### src/rtl/trg_ack_pkg.sv
// Shared encodings for the trigger/acknowledge sequencer.
package trg_ack_pkg;

   typedef enum logic [1:0] {
      IDLE = 2'd0,
      FIRE = 2'd1,
      WAIT = 2'd2,
      DONE = 2'd3
   } state_e;

   localparam logic MODE_PULSE = 1'b0;
   localparam logic MODE_LEVEL = 1'b1;

endpackage

### src/rtl/ack_sync_edge.sv
// Per-bit two-flop synchroniser for the asynchronous ACK lines, followed by
// a rising-edge detector on the synchronised value.
module ack_sync_edge #(
   parameter int N_CH = 12
) (
   input  logic            BOARD_CLOCK,
   input  logic            RST_N,
   input  logic [N_CH-1:0] ACK_I,
   output logic [N_CH-1:0] ACK_RISE_O
);

   logic [N_CH-1:0] ack_p0, ack_p1, ack_p2;

   always_ff @(posedge BOARD_CLOCK or negedge RST_N) begin
      if (!RST_N) begin
         ack_p0 <= '0;
         ack_p1 <= '0;
         ack_p2 <= '0;
      end else begin
         ack_p0 <= ACK_I;
         ack_p1 <= ack_p0;
         ack_p2 <= ack_p1;
      end
   end

   // ack_p2 only remembers the previous synchronised value for edge detection
   assign ACK_RISE_O = ack_p1 & ~ack_p2;

endmodule

### src/rtl/trg_ack_ctrl.sv
// Trigger/acknowledge sequencer: fires masked TRG lines (pulse or level),
// collects ACK rising edges and finishes on all-acked, timeout or abort.
module trg_ack_ctrl
   import trg_ack_pkg::*;
#(
   parameter int N_CH    = 12,
   parameter int PULSE_W = 4,
   parameter int TMO_W   = 16
) (
   input  logic             BOARD_CLOCK,
   input  logic             RST_N,
   input  logic             TRG_START_I,
   input  logic             ABORT_I,
   input  logic             MODE_I,
   input  logic [N_CH-1:0]  TRG_MASK_I,
   input  logic [TMO_W-1:0] TMO_LIMIT_I,
   input  logic [N_CH-1:0]  ACK_I,
   output logic [N_CH-1:0]  TRG_O,
   output logic             BUSY_O,
   output logic             DONE_O,
   output logic [N_CH-1:0]  ACK_SEEN_O,
   output logic             TMO_O
);

   localparam int                PCNT_W    = (PULSE_W > 1) ? $clog2(PULSE_W) : 1;
   localparam logic [PCNT_W-1:0] PCNT_LAST = PCNT_W'(PULSE_W - 1);

   state_e            state_q, state_d;
   logic [N_CH-1:0]   mask_q, mask_d;
   logic              mode_q, mode_d;
   logic [TMO_W-1:0]  limit_q, limit_d;
   logic [TMO_W-1:0]  timer_q, timer_d, timer_inc;
   logic [PCNT_W-1:0] pcnt_q, pcnt_d;
   logic [N_CH-1:0]   ack_rise, seen_acc, seen_d, trg_d;
   logic              all_seen, tmo_hit, tmo_d;

   function automatic logic [TMO_W-1:0] sat_inc(input logic [TMO_W-1:0] v);
      return (&v) ? v : v + TMO_W'(1);
   endfunction

   ack_sync_edge #(.N_CH(N_CH)) u_ack_sync_edge (
      .BOARD_CLOCK (BOARD_CLOCK),
      .RST_N       (RST_N),
      .ACK_I       (ACK_I),
      .ACK_RISE_O  (ack_rise)
   );

   assign seen_acc  = ACK_SEEN_O | (ack_rise & mask_q);
   assign all_seen  = (seen_acc == mask_q);
   assign timer_inc = sat_inc(timer_q);
   // >= rather than == so a limit shorter than the pulse still ends the sequence
   assign tmo_hit   = (limit_q != '0) && (timer_inc >= limit_q);

   always_comb begin
      state_d = state_q;
      mask_d  = mask_q;
      mode_d  = mode_q;
      limit_d = limit_q;
      timer_d = timer_q;
      pcnt_d  = pcnt_q;
      seen_d  = ACK_SEEN_O;
      tmo_d   = TMO_O;
      trg_d   = '0;
      case (state_q)
         IDLE: begin
            if (TRG_START_I) begin
               mask_d  = TRG_MASK_I;
               mode_d  = MODE_I;
               limit_d = TMO_LIMIT_I;
               timer_d = '0;
               pcnt_d  = '0;
               seen_d  = '0;
               tmo_d   = 1'b0;
               if (TRG_MASK_I == '0)        state_d = DONE;
               else if (MODE_I == MODE_PULSE) state_d = FIRE;
               else                         state_d = WAIT;
            end
         end
         FIRE: begin
            timer_d = timer_inc;
            seen_d  = seen_acc;
            if (ABORT_I) begin
               tmo_d   = 1'b1;
               state_d = DONE;
            end else begin
               trg_d = mask_q;
               if (pcnt_q == PCNT_LAST) begin
                  if (all_seen) begin
                     state_d = DONE;
                  end else if (tmo_hit) begin
                     tmo_d   = 1'b1;
                     state_d = DONE;
                  end else begin
                     state_d = WAIT;
                  end
               end else begin
                  pcnt_d = pcnt_q + PCNT_W'(1);
               end
            end
         end
         WAIT: begin
            timer_d = timer_inc;
            seen_d  = seen_acc;
            if (ABORT_I) begin
               tmo_d   = 1'b1;
               state_d = DONE;
            end else if (all_seen) begin
               state_d = DONE;
            end else if (tmo_hit) begin
               tmo_d   = 1'b1;
               state_d = DONE;
            end else if (mode_q == MODE_LEVEL) begin
               trg_d = mask_q & ~seen_acc;
            end
         end
         DONE:    state_d = IDLE;
         default: state_d = IDLE;
      endcase
   end

   always_ff @(posedge BOARD_CLOCK or negedge RST_N) begin
      if (!RST_N) begin
         state_q    <= IDLE;
         mask_q     <= '0;
         mode_q     <= 1'b0;
         limit_q    <= '0;
         timer_q    <= '0;
         pcnt_q     <= '0;
         TRG_O      <= '0;
         BUSY_O     <= 1'b0;
         DONE_O     <= 1'b0;
         ACK_SEEN_O <= '0;
         TMO_O      <= 1'b0;
      end else begin
         state_q    <= state_d;
         mask_q     <= mask_d;
         mode_q     <= mode_d;
         limit_q    <= limit_d;
         timer_q    <= timer_d;
         pcnt_q     <= pcnt_d;
         TRG_O      <= trg_d;
         BUSY_O     <= (state_q == FIRE) || (state_q == WAIT);
         DONE_O     <= (state_q == DONE);
         ACK_SEEN_O <= seen_d;
         TMO_O      <= tmo_d;
      end
   end

endmodule

### config.mk
export PLATFORM = sky130hd
export DESIGN_NAME = trg_ack_ctrl
export DESIGN_NICKNAME = d
export VERILOG_FILES = /design/src/rtl/trg_ack_pkg.sv /design/src/rtl/ack_sync_edge.sv /design/src/rtl/trg_ack_ctrl.sv
export SDC_FILE = /design/constraint.sdc
export NUM_CORES = 1
export LEC_CHECK = 0
export ABC_AREA = 1
export CELL_PAD_IN_SITES_DETAIL_PLACEMENT = 0
export CELL_PAD_IN_SITES_GLOBAL_PLACEMENT = 1
export CORE_ASPECT_RATIO = 1.75
export CORE_MARGIN = 3
export CORE_UTILIZATION = 30
export DETAILED_ROUTE_END_ITERATION = 10
export GPL_TIMING_DRIVEN = 0
export PLACE_DENSITY_LB_ADDON = 0.2
export SETUP_SLACK_MARGIN = 0.2
export SYNTH_ARGS = -nofsm -noshare
export SYNTH_HDL_FRONTEND = slang
export SYNTH_HIERARCHICAL = 1
export SYNTH_SLANG_ARGS = --single-unit
### constraint.sdc
create_clock -name BOARD_CLOCK -period 5.4 [get_ports BOARD_CLOCK]
set_clock_uncertainty 0.15 [all_clocks]
set_input_delay 0.54 -clock BOARD_CLOCK [delete_from_list [all_inputs] [get_ports BOARD_CLOCK]]
set_output_delay 0.54 -clock BOARD_CLOCK [all_outputs]
set_load 0.1 [all_outputs]
==> results.py <==
metrics = {
    "outcome": {
        "status": "completed",
    },
    "die": {
        "die_w_um": 106,
        "coreArea_um2": 17100,
        "io_pins": 72,
        "rows": 63,
        "die_area_um2": 19300,
        "start_util_pct": 30.9,
        "die_h_um": 182,
    },
    "timing": {
        "fmax_mhz": 268,
        "maxSlewHeadroom_pct": 34.0,
        "timing.hold.ws_ns": 0.203,
        "fin_crit_ns": 3.74,
        "setup-violations-final": 0,
        "hold_viol_final": 0,
        "tightest_slew_ns": 0.987,
        "slew_viol_final": 0,
        "finalWorstSetupSlack_ns": 1.66,
        "period_share_pct": 69.2,
        "rsz0062_at_grt": "false",
    },
    "synthesis": {
        "synth_flop_cell": "dfrtp_1",
        "ys_types": 32,
        "synth_nets": 667,
        "synth-seq-cells": 112,
        "async_flop_share_pct": 100,
        "synth_top_area_cell": "dfrtp_1",
        "synth.area.top_cells": "dfrtp_1 53%, nand2_1 9.6%, ha_1 8.0%",
        "synth-edff-count": 0,
        "syn_inst": 588,
        "synth_seq_area_share_pct": 53.0,
        "yosys_warnings": 6,
        "syn_avg_cell_area_um2": 9.00,
        "yosys.area.top_type_share_pct": 53.0,
        "netlist_area_um2": 5290,
    },
    "clock_network": {
        "ctsRootBufferMaster": "clkbuf_16",
        "worstSkewPairLatency_ns": 0.35,
        "cts_tree": "built",
        "cts.repair.resized": 0,
        "cts_sinks": 112,
        "numCtsBuffers": 9,
        "h-tree-depth": 3,
        "clockBufferDepth": 2,
        "cts_setup_buffers": 0,
        "path_clk_slew_ns": 0.08,
    },
    "detailed_routing": {
        "ant_nets": 0,
        "dr.pass1.iters": 4,
        "wl_per_cell_um": 14.8,
        "via_count": 4038,
        "wirelength_um": 13400,
        "routed_via_density": 4.47,
        "drc_errors": 0,
        "drt_iter0_drc": 108,
    },
    "setup_path": {
        "path_class": "reg -> reg",
        "required_ns": 5.50,
        "worst_setup_path_start_kind": "register",
        "arrival_ns": 3.84,
        "cp_max_fo": 10,
        "ff2ff_path_depth": 24,
        "cp-end-kind": "register",
    },
    "cells_and_area": {
        "layout_common_cells": "136 x nand2_1, 112 x dfrtp_1, 94 x inv_1",
        "syn_to_final_growth_pct": 25.0,
        "nets": 751,
        "layout.cells.non_filler": 904,
        "insertedDiodeCount": 0,
        "final_cell_area_um2": 6620,
        "nFillCells": 1718,
        "drive_gt1_share_pct": 8.12,
        "final_common_cell": "nand2_1",
    },
    "place": {
        "numPortBuffers": 71,
        "place_area_um2": 6310,
        "dp.cells": 887,
        "dpl.hpwl_um": 10200,
        "pre_cts_ws_ns": 1.59,
        "gp_congestion": 0.793,
    },
    "pwr": {
        "leakage_nw": 3.32,
        "power_mw": 3.22,
        "ir_drop_v": 0.000218,
        "power_density_nw_per_um2": 487,
    },
    "global_routing": {
        "track_usage_pct": 14.8,
        "grt_start_max_net_pins": 81,
        "grt_pass1_vias": 4286,
        "antenna_found_initial": 0,
        "grt_pass1_wl_um": 21900,
        "grt-ovfl-total": 0,
    },
    "hold_path": {
        "whs_path_depth": 0,
        "holdCritPathClass": "reg -> reg",
    },
    "job": {
        "cap_violations": 0,
    },
}
-- sequential cells by signal, summed over array words and instances (netlist names) --
| signal | cells |
|---|---|
| BUSY_O | 1 |
| pcnt_q | 2 |
| ACK_SEEN_O | 12 |
| mode_q | 1 |
| timer_q | 16 |
| limit_q | 16 |
| state_q | 2 |
| mask_q | 12 |
| TRG_O | 12 |
| u_ack_sync_edge/ack_p0 | 12 |
| DONE_O | 1 |
| u_ack_sync_edge/ack_p1 | 12 |
| TMO_O | 1 |
| u_ack_sync_edge/ack_p2 | 12 |
-- kinds of logic (layout without fill, tap and decap cells) --
family	count (synthesis)	after routing	share of synthesized area [%]
compound gates	99	99	9.62
xor+xnor	10	10	1.80
fa+ha+maj	34	34	8.04
buf+inv	112	201	8.09
flops	112	112	53.0
mux	1	1	0.213
simple gates	220	220	19.3
-- per-layer routing --
metal | share of wire [%] | global-route usage, % | up-vias | wire length [um]
met4 | 2.1 | 5.08 | 0 | 279
met1 | 37 | 16.1 | 1900 | 5000
li1 | - | - | 2034 | -
met3 | 4.1 | 2.42 | 18 | 545
met2 | 56 | 28.2 | 86 | 7550
met5 | 0 | 0 | - | 0
-- per-stage QoR --
stage	util, %	TNS [ns]
2_1_floorplan	-	0
3_3_place_gp	36.7	-84.85
3_5_place_dp	36.9	0
4_1_cts	38.7	0
5_1_grt	38.7	0
6_report	38.7	0
-- worst max-delay path: stages, from the launching register on --
cell	delay, ns
dfrtp_1	0.42
ha_1	0.21
nand3_1	0.16
nor3_2	0.21
nand2_1	0.14
inv_2	0.12
nand4_4	0.17
nand2_1	0.12
xor2_1	0.23
inv_1	0.07
ha_1	0.31
nand2_1	0.07
inv_1	0.04
nand2_1	0.05
nand2_1	0.04
nand2_1	0.05
nand2_1	0.08
nand2_1	0.07
nand2_1	0.07
nand2_1	0.09
nand3_1	0.10
inv_1	0.10
buf_2	0.25
nand2_1	0.08
a21oi_1	0.21
-- timing repair --
action | in CTS | in global routing
endpoints found under the setup margin | 0 | 0
endpoints found under the hold margin | 32 | 0
hold buffers | 1 | 0
-- cells in the mapped netlist, types with 2 or more instances --
master / number
nand2_1: 136
dfrtp_1: 112
inv_1: 94
a21oi_1: 59
ha_1: 34
nor2_1: 29
o21ai_0: 27
nor2_2: 12
nand4_1: 11
nand3_1: 9
xor2_1: 9
clkbuf_1: 8
nor2_4: 6
nor3_1: 6
buf_2: 5
o21ai_1: 5
o22ai_1: 5
inv_2: 3
nand3_2: 3
nor4_1: 2
or2_2: 2
-- final cells by class --
type | instances | area, um^2 | share of cell area, %
clock buffers | 10 | 229 | 3.46
multi-input cells | 364 | 2060 | 31.1
inverters | 98 | 369 | 5.58
repair buffers | 73 | 749 | 11.3
flip-flops and latches | 112 | 2800 | 42.4
clock inverters | 6 | 62.6 | 0.946
well taps | 227 | 284 | 4.29
plain buffers | 14 | 58.8 | 0.889
-- where the power goes --
part / switching [mW] / internal (mW)
combinational: 1.00 / 0.392
sequential: 0.142 / 1.02
clock: 0.332 / 0.327
total: 1.48 / 1.74
-- final timing paths --
path | slack [ns] | to | startpoint
worst min register to register | 0.20 | u_ack_sync_edge/ack_p1[11]$_DFF_PN0_ | u_ack_sync_edge/ack_p0[11]$_DFF_PN0_
worst max register to register | 1.66 | TRG_O[7]$_DFF_PN0_ | timer_q[0]$_DFFE_PN0P_
max in group asynchronous | 3.91 | limit_q[0]$_DFFE_PN0P_ | RST_N
worst min-delay path | 0.20 | u_ack_sync_edge/ack_p1[11]$_DFF_PN0_ | u_ack_sync_edge/ack_p0[11]$_DFF_PN0_
worst max-delay path | 1.66 | TRG_O[7]$_DFF_PN0_ | timer_q[0]$_DFFE_PN0P_
min in group asynchronous | 0.48 | u_ack_sync_edge/ack_p0[6]$_DFF_PN0_ | RST_N
Note: power is estimated with default switching activity, not from simulation.
